### config.mk
export PLATFORM = sky130hd
export DESIGN_NAME = serial_mod_scheduler
export DESIGN_NICKNAME = d
export VERILOG_FILES = /design/src/rtl/serial_mod_scheduler.sv
export SDC_FILE = /design/constraint.sdc
export NUM_CORES = 1
export LEC_CHECK = 0
export BUFFER_PORTS_ARGS = -buffer_cell sky130_fd_sc_hd__buf_4
export CORE_MARGIN = 5
export CORE_UTILIZATION = 50
export DETAILED_ROUTE_END_ITERATION = 7
export GPL_ROUTABILITY_DRIVEN = 0
export PLACE_DENSITY = 0.83
export SLEW_MARGIN = 10
export SYNTH_ARGS = -nofsm -noshare
export SYNTH_HDL_FRONTEND = slang
export SYNTH_SLANG_ARGS = --single-unit
### constraint.sdc
create_clock -name clk -period 1.4 [get_ports clk]
set_input_delay 0.21 -clock clk [delete_from_list [all_inputs] [get_ports clk]]
set_output_delay 0.21 -clock clk [all_outputs]
set_load 0.02 [all_outputs]
### src/rtl/serial_mod_scheduler.sv
// rtl/serial_mod_scheduler.sv - two-requester round-robin front end for a bit-serial mod-MODULUS residue tracker
module serial_mod_scheduler #(
  parameter int WIDTH   = 8,
  parameter int MODULUS = 5,
  localparam int RW     = ($clog2(MODULUS) < 1) ? 1 : $clog2(MODULUS),
  localparam int CW     = ($clog2(WIDTH) < 1) ? 1 : $clog2(WIDTH)
) (
  input  logic             clk,
  input  logic             rst,
  input  logic             req0_valid_i,
  input  logic [WIDTH-1:0] req0_data_i,
  output logic             req0_ready_o,
  input  logic             req1_valid_i,
  input  logic [WIDTH-1:0] req1_data_i,
  output logic             req1_ready_o,
  output logic             serial_o,
  output logic             serial_valid_o,
  output logic             res_valid_o,
  input  logic             res_ready_i,
  output logic             res_id_o,
  output logic [RW-1:0]    res_remainder_o,
  output logic             res_divisible_o,
  output logic             busy_o
);

  typedef enum logic [1:0] {IDLE, SHIFT, DONE} state_e;

  state_e           state_q, state_d;
  logic [WIDTH-1:0] shift_q, shift_d;
  logic [RW-1:0]    residue_q, residue_d;
  logic [CW-1:0]    cnt_q, cnt_d;
  logic             id_q, id_d;
  logic             ptr_q, ptr_d;

  logic             grant;
  logic             accept;
  logic             last_bit;
  logic             res_fire;
  logic [RW:0]      t;

  // The pointer only matters when both requesters are valid at once.
  always_comb begin
    grant    = (req0_valid_i && req1_valid_i) ? ptr_q : req1_valid_i;
    accept   = (state_q == IDLE) && (req0_valid_i || req1_valid_i);
    last_bit = (cnt_q == CW'(WIDTH - 1));
    res_fire = (state_q == DONE) && res_ready_i;
  end

  always_ff @(posedge clk or posedge rst) begin
    if (rst) begin
      state_q <= IDLE;
    end else begin
      state_q <= state_d;
    end
  end

  always_comb begin
    state_d = state_q;
    case (state_q)
      IDLE:    if (accept) state_d = SHIFT;
      SHIFT:   if (last_bit) state_d = DONE;
      DONE:    if (res_ready_i) state_d = IDLE;
      default: state_d = IDLE;
    endcase
  end

  always_comb begin
    req0_ready_o    = accept && !grant;
    req1_ready_o    = accept && grant;
    serial_valid_o  = (state_q == SHIFT);
    serial_o        = serial_valid_o && shift_q[WIDTH-1];
    res_valid_o     = (state_q == DONE);
    res_id_o        = id_q;
    res_remainder_o = residue_q;
    res_divisible_o = (residue_q == '0);
    busy_o          = (state_q != IDLE);
  end

  // t never exceeds 2*MODULUS-1, so a single conditional subtract reduces it.
  always_comb begin
    t         = {residue_q, shift_q[WIDTH-1]};
    shift_d   = shift_q;
    residue_d = residue_q;
    cnt_d     = cnt_q;
    id_d      = id_q;
    ptr_d     = ptr_q;
    if (accept) begin
      shift_d   = grant ? req1_data_i : req0_data_i;
      residue_d = '0;
      cnt_d     = '0;
      id_d      = grant;
    end else if (state_q == SHIFT) begin
      shift_d   = shift_q << 1;
      residue_d = (t >= (RW+1)'(MODULUS)) ? RW'(t - (RW+1)'(MODULUS)) : t[RW-1:0];
      cnt_d     = cnt_q + CW'(1);
    end
    if (res_fire) begin
      ptr_d = ~id_q;
    end
  end

  always_ff @(posedge clk or posedge rst) begin
    if (rst) begin
      shift_q   <= '0;
      residue_q <= '0;
      cnt_q     <= '0;
      id_q      <= 1'b0;
      ptr_q     <= 1'b0;
    end else begin
      shift_q   <= shift_d;
      residue_q <= residue_d;
      cnt_q     <= cnt_d;
      id_q      <= id_d;
      ptr_q     <= ptr_d;
    end
  end

endmodule

== Yosys cells after proc, flatten, opt, wreduce, memory -nomap -nowiden ==
Cells that the tools add are included.
W data, S select, Z words.
Word-level totals
  flip-flop bits (word level): 18
  output and inout bits: 11
  word-level logic and storage cells: 42
Cells by class
  add/subtract/negate cells: 2
  magnitude comparators: 1
  equal/unequal tests: 6
  multiplexer cells: 13
  bitwise operators: 1
  reduce and logical (&&, ||, !) cells: 13
Operators with widths (count)
  $mux W8: 3
  $mux W3: 5
  $logic_and A1 B1 Y1: 6
  $mux W2: 3
  $pmux W2 S3: 1
  $ge A4 B3 Y1 const B: 1
  $ne A2 B1 Y1 const B: 2
  $reduce_bool A2 Y1: 2
  $add A3 B1 Y3 const B: 1
  $eq A3 B3 Y1 const B: 1
  $logic_not A3 Y1: 1
  $reduce_and A3 Y1: 1
  $sub A3 B3 Y3 const B: 1
  $eq A2 B1 Y1 const B: 1
  $eq A2 B2 Y1 const B: 1
  $logic_not A2 Y1: 1
  $ne A2 B2 Y1 const B: 1
  $logic_not A1 Y1: 1
  $logic_or A1 B1 Y1: 1
  $mux W1: 1
  $not A1 Y1: 1

== Logic depth before layout (Yosys ltp) ==
Gate-level depths: netlist of the first run.
  depth after elaboration: 4
  mapped depth: 5
  mapped depth without buffers: 5

== Worst setup path before layout of the first run ==
OpenSTA, ideal clock, no wires.
  kind: register -> register
  start point: reg residue_q[0] (netlist: res_remainder_o[0])
  end point: reg residue_q[2] (netlist: res_remainder_o[2])
  setup time: 0.122 ns
  arrival: 1.247 ns
  path slack: 0.032 ns
  cell stages (with the launch flop): 6
  path buffers: 0
  clock period less this slack: 1.368 ns
  path through: dfrtp_1 -> inv_1 -> ha_1 -> nor2_1 -> a211o_1 -> a32o_1
Between the ends
  longest elaborated chain between the ends: 4
  elaborated cells between the ends (all ways): 5
  those cells by class: add/sub (1); order compare (1); mux (3)
Ends and longest elaborated chain
  from (decl): RTL line 30  | logic [RW-1:0] residue_q, residue_d;
  from (signal assigned): RTL line 111  | residue_q <= residue_d;
  $ge A4 B3 Y1 / $sub A3 B3 Y3 (equally long branches): RTL line 94  | residue_d = (t >= (RW+1)'(MODULUS)) ? RW'(t - (RW+1)'(MODULUS)) : t[RW-1:0];
  $mux W3 *: RTL line 94
  $mux W3 *: RTL line 92  | end else if (state_q == SHIFT) begin
  $mux W3 *: RTL line 87  | if (accept) begin
Every way passes the cells marked *; elsewhere a longest branch is shown, timed or not. The select of a mux whose other input is x is not followed.
A chain may end at the register's enable or synchronous reset.

== Worst setup path after layout of the first run ==
  start point: reg state_q[1]
  end point: out serial_o
Between the ends
  longest elaborated chain between the ends: 2
Ends and longest elaborated chain
  from (decl): RTL line 28  | state_e state_q, state_d;
  from (signal assigned): RTL line 53  | state_q <= state_d;
  $eq A2 B1 Y1: RTL line 70  | serial_valid_o = (state_q == SHIFT);
  $logic_and A1 B1 Y1: RTL line 71  | serial_o = serial_valid_o && shift_q[WIDTH-1];
  to (decl): RTL line 16  | output logic serial_o,
No other way between the ends.

==> results of run 1 <==
## layout make-up
class,instances,area [sq um],area share (%)
multi-input cells,70,576,35.0
repair buffers,59,498,30.2
flip-flops and latches,18,453,27.5
inverters,13,48.8,2.96
clock buffers,4,36.3,2.20
well taps,28,35.0,2.13
## synthesized netlist by cell type
cell       number  share of area, %
nand3b_1        1              0.69
a221o_1         1              0.91
a211oi_1        7               4.8
buf_6           5               5.1
o21ai_0         4               1.8
a21o_1          1              0.69
and3b_1         1              0.80
nor3_1          1              0.46
nand2_2         1              0.57
a22o_1          2               1.6
a32oi_1         7               5.6
nor2b_1         3               1.7
nor2_1          1              0.34
nand4_1         7               4.0
o21a_1          1              0.69
a32o_1          1              0.91
o2bb2ai_1       1              0.80
nor3_2          1              0.91
and3_1          1              0.57
a21oi_1         1              0.46
and2_1          1              0.57
clkbuf_1        2              0.69
dfrtp_1        18                41
o211ai_1        3               2.1
o2111ai_1       1              0.80
nand2b_1        2               1.1
nor2_2          1              0.57
nor3b_4         1               1.7
and3_4          1               1.0
mux2_2          1               1.0
nand3_1         7               3.2
inv_1          13               4.5
buf_2           2              0.91
ha_1            4               4.6
a211o_1         1              0.80
or2_4           1              0.80
nand2_1         3               1.0
## power groups by stage
stage               Combinational [mW]  Sequential [mW]  Clock (mW)
detailed placement                1.50            0.931           0
global route                      2.07            0.983       0.359
CTS                               1.69            0.925       0.329
floorplan                         1.01            0.931           0
global placement                  1.45            0.917           0
finish                            1.93            0.956       0.325
## final timing paths
| path | from | end | slack (ps) |
|---|---|---|---|
| max reg2reg | state_q[1]$_DFFE_PP0P_ | res_remainder_o[0]$_DFFE_PP0P_ | -70 |
| min | res_ready_i | state_q[1]$_DFFE_PP0P_ | 150 |
| min in group asynchronous | rst | shift_q[0]$_DFFE_PP0P_ | 480 |
| max in group asynchronous | rst | state_q[0]$_DFFE_PP0P_ | 710 |
| max | state_q[1]$_DFFE_PP0P_ | serial_o | -150 |
| min reg2reg | res_id_o$_DFFE_PP0P_ | ptr_q$_DFFE_PP0P_ | 520 |
## sequential cells by signal, indices dropped and copies added, names as in the netlist
name and count:
shift_q 8, cnt_q 3, state_q 2, res_remainder_o 3, ptr_q 1, res_id_o 1
## kinds of logic after synthesis
family | after synthesis | synth area share (%)
fa+ha+maj | 4 | 4.57
flops | 18 | 41.1
mux | 1 | 1.03
simple gates | 34 | 20.1
compound gates | 31 | 21.9
buf+inv | 22 | 11.2
## metrics by stage
| stage | hold WS (ps) | setup TNS, ps | instance area [sq um] | setup slack [ps] |
|---|---|---|---|---|
| floorplan | 149 | 0 | 1090 | 31.7 |
| global placement | 246 | 0 | 1380 | 44.5 |
| detailed placement | 252 | 0 | 1380 | 58.3 |
| CTS | 155 | -508 | 1530 | -126 |
| global route | 141 | -1730 | 1650 | -189 |
| finish | 151 | -972 | 1650 | -147 |
## worst reg2reg max path, cell delays in order (launching register included)
cell and delay, ps:
dfrtp_2 490, buf_6 150, and3b_2 230, buf_4 130, buf_4 120, o211ai_1 100
o211ai_1 120
## per-layer routing
layer | GRT usage, % | part of all wire (%) | vias up
li1 | - | - | 517
met1 | 23.9 | 39 | 546
met2 | 35.3 | 49 | 70
met3 | 3.22 | 6.8 | 14
met4 | 8.61 | 4.6 | 0
met5 | 0 | 0 | -
## what timing repair did
action,in CTS,in global routing
pin swaps,2,8
endpoints found under the hold margin,18,0
resized for setup,14,18
endpoints found under the setup margin,6,21
gates cloned,0,1
hold buffers,1,0
buffers inserted,9,6
==> impl_metrics.json, run 1 <==
{
  "layout_common_cells": "buf_4 (44), dfrtp_1 (16), buf_6 (14)",
  "violations": "negative setup slack",
  "hold_path.class": "input port to flip-flop",
  "leakagePower_nw": 0.782,
  "dp.cells": 172,
  "cts_sinks": 18,
  "cp_num_buf_inv": 2,
  "max_stage_delay_ps": 500,
  "clock_skew_ps": 9.54,
  "synthToLayoutAreaGrowth_pct": 50.4,
  "first_global_vias": 1154,
  "rows": 17,
  "tightest_slew_ps": 273,
  "critPathRequiredTime_ps": 1190,
  "arrival_ps": 1340,
  "hold_depth": 3,
  "cts_tree": "built",
  "r2r_cells": 6,
  "final_common_cell": "buf_4",
  "powerDensity_nw_per_um2": 1950,
  "dpl.hpwl_um": 2110,
  "routed_wl_um": 3300,
  "drt_iter0_drc": 54,
  "netlist_instances": 110,
  "grt_pass1_wl_um": 5180,
  "vias": 1147,
  "io_buffers": 31,
  "clock_latency_ps": 300,
  "cts-buffers-inserted": 3,
  "final_cells": 192,
  "end_kind": "output pin",
  "antenna_found_initial": 0,
  "p_seq_share_pct": 29.8,
  "dieArea_sq_um": 3230,
  "synth_cell_types": 37,
  "path_cells": "buf_6 > and3b_2 > buf_6",
  "cap_violations": 0,
  "synth.yosys.seq_area_share_pct": 41.1,
  "critical_path_class": "flip-flop to output pin",
  "slew-limit-headroom_pct": 81.7,
  "antennaDiodeCount": 0,
  "cts_buffer_depth": 2,
  "status": "finished, violations left",
  "setup_viol": 15,
  "pwr-share-clk_pct": 10.1,
  "syn_nets": 135,
  "internal-power_mw": 1.93,
  "die_h_um": 56.8,
  "layout.nets": 190,
  "path_delay_family": "flip-flops",
  "fp.dieW_um": 56.8,
  "io_pins": 32,
  "avgSynthCellArea_sq_um": 9.95,
  "start_kind": "flip-flop",
  "clock-root-buffer": "clkbuf_4",
  "grtUsageTotal_pct": 20.1,
  "finalCoreUtilization_pct": 76.6,
  "start_util_pct": 51.0,
  "hold_violations": 0,
  "synth_seq_cells": 18,
  "cpMaxStageDelayCell": "dfrtp_2",
  "core_sq_um": 2150,
  "grt_max_degree": 19,
  "grt_setup_unrepaired": "yes",
  "clkTransAtPathRegs_ps": 110,
  "wl_per_cell_um": 17.2,
  "crit_cells": 3,
  "fill_cells": 140,
  "switching_power_mw": 1.28,
  "drc": 0,
  "cts_max_level": 1,
  "combPwrFrac_pct": 60.1,
  "peakVddDrop_v": 0.00128,
  "setup_ws_ps": -147,
  "syn-cell-area_sq_um": 1090,
  "fin_crit_sh_pct": 111,
  "avgViaCountPerCell": 5.97,
  "antenna_left": 0,
  "ys.warnings.count": 0,
  "min_period_ps": 1550,
  "fmax_mhz": 646,
  "grt_overflow": 0,
  "switching_share_pct": 39.8,
  "drive_gt1_share_pct": 49.4,
  "slew_violations": 0,
  "finalPower_mw": 3.21,
  "first_pass_iters": 4,
  "crit_top_cell": "buf_6",
  "path_max_fanout": 7
}
(Power assumes the default switching activity.)
==> run 2, diff against run 1 <==
Settings changed: CORE_UTILIZATION 50 to 45, PLACE_DENSITY 0.83 to 0.71.
Clock period 1.4 ns to 1.27 ns, I/O delays scaled along.
==> run 2 against run 1 <==
  * The flow still finishes with violations (negative setup slack)
  * Non-clock buffer count up 4
  * Die area up 9.1%
  * Wire length down 5.2%
  * Count of clock-buffer cells in the layout unchanged
  * Critical path depth up 1
==> impl_metrics.json, run 2 (same netlist as run 1, synthesis figures left out) <==
{
  "pre_cts_ws_ps": -21.7,
  "r2r_cells": 7,
  "cts_sinks": 18,
  "grt_overflow": 0,
  "cts-buffers-inserted": 3,
  "first_pass_iters": 4,
  "largest_reg_flops": 8,
  "clock_latency_ps": 300,
  "critPathRequiredTime_ps": 1080,
  "layout.nets": 194,
  "peakVddDrop_v": 0.00119,
  "start_util_pct": 48.1,
  "setup_ws_ps": -281,
  "dpl.hpwl_um": 2050,
  "worstHoldEndpoint": "shift_q[0]$_DFFE_PP0P_",
  "drive_gt1_share_pct": 51.8,
  "r2r_setup_slack_ps": -270,
  "antenna_found_initial": 0,
  "critical_path_class": "flip-flop to output pin",
  "clock_skew_ps": 5.29,
  "hold_depth": 2,
  "hold_violations": 0,
  "avgViaCountPerCell": 5.72,
  "first_global_vias": 1135,
  "cap_violations": 0,
  "r2r_end": "shift_q[0]$_DFFE_PP0P_",
  "final_common_cell": "buf_4",
  "place_area_sq_um": 1420,
  "slew-limit-headroom_pct": 83.8,
  "grt_setup_unrepaired": "yes",
  "slew_violations": 0,
  "fin_setup_tns_ps": -2430,
  "status": "finished, violations left",
  "fp.dieW_um": 59.3,
  "final_cells": 196,
  "end_kind": "output pin",
  "io_pins": 32,
  "start_kind": "flip-flop",
  "fmax_mhz": 645,
  "leakagePower_nw": 0.787,
  "fin_crit_sh_pct": 122,
  "antennaDiodeCount": 0,
  "drc": 0,
  "synthToLayoutAreaGrowth_pct": 55.9,
  "worstHoldStart": "req1_data_i[0]",
  "worstReg2RegStart": "state_q[1]$_DFFE_PP0P_",
  "top_register": "shift_q",
  "die_h_um": 59.3,
  "arrival_ps": 1360,
  "dp.cells": 175,
  "cts_tree": "built",
  "core_sq_um": 2280,
  "powerDensity_nw_per_um2": 2130,
  "clkTransAtPathRegs_ps": 110,
  "hold_path.class": "input port to flip-flop",
  "setup_viol": 22,
  "rows": 17,
  "fin_area_sq_um": 1710,
  "io_buffers": 31,
  "layout_common_cells": "buf_4 (44), buf_6 (17), dfrtp_1 (13)",
  "vias": 1121,
  "tightest_slew_ps": 242,
  "cts_max_level": 1,
  "path_max_fanout": 5,
  "antenna_left": 0,
  "drt_iter0_drc": 20,
  "min_period_ps": 1550,
  "violations": "negative setup slack",
  "clock-root-buffer": "clkbuf_4",
  "routed_wl_um": 3130,
  "holdWs_ps": 115,
  "grt_max_degree": 19,
  "cts_buffer_depth": 2,
  "grt_pass1_wl_um": 4890,
  "dieArea_sq_um": 3520,
  "wl_per_cell_um": 15.9,
  "grtUsageTotal_pct": 18.7
}
run 2: routing by layer:
metal / share of wire [%] / GRT usage [%] / vias to the layer above
met5: 0 / 0 / -
met4: 3.1 / 10.0 / 0
met3: 5.1 / 4.79 / 8
met2: 52 / 32.1 / 43
met1: 39 / 20.9 / 543
li1: - / - / 527
run 2: power breakdown:
group,total [mW],internal (mW),switching [mW]
clock,0.366,0.175,0.191
sequential,1.05,0.833,0.212
combinational,2.22,1.22,1.01
total,3.63,2.22,1.41
run 2: worst max-delay path by stage:
stage | startpoint | end | slack, ps | cells past startpoint
floorplan | res_remainder_o[0]$_DFFE_PP0P_ | res_remainder_o[2]$_DFFE_PP0P_ | 2 | 5
global placement | state_q[1]$_DFFE_PP0P_ | req0_ready_o | -20 | 4
detailed placement | state_q[1]$_DFFE_PP0P_ | req0_ready_o | -20 | 4
CTS | state_q[0]$_DFFE_PP0P_ | req1_ready_o | -270 | 4
global route | state_q[0]$_DFFE_PP0P_ | req1_ready_o | -330 | 4
finish | state_q[0]$_DFFE_PP0P_ | req1_ready_o | -280 | 4
run 2: timing repair:
action	in CTS	in global routing
hold buffers	1	0
setup buffers	11	6
resized for setup	26	8
endpoints found under the setup margin	17	23
endpoints found under the hold margin	18	0
pin swaps	12	6
run 2: metrics by stage:
| stage | total power [mW] | utilization [%] |
|---|---|---|
| 2_1_floorplan | 2.17 | - |
| 3_3_place_gp | 2.71 | 62.2 |
| 3_5_place_dp | 2.77 | 62.2 |
| 4_1_cts | 3.50 | 72.3 |
| 5_1_grt | 3.88 | 75.0 |
| 6_report | 3.63 | 75.0 |
run 2: final cells by class:
cell class | count | area, sq um
Multi-Input combinational cell | 70 | 576
Fill cell | 160 | 569
Timing Repair Buffer | 63 | 552
Sequential cell | 18 | 457
Inverter | 13 | 51.3
Clock buffer | 4 | 36.3
Tap cell | 28 | 35.0
run 2: critical path, stage by stage (launching register included):
cell and delay (ps):
dfrtp_2 470, buf_6 140, nor2_4 120, and3_4 210
buf_6 110
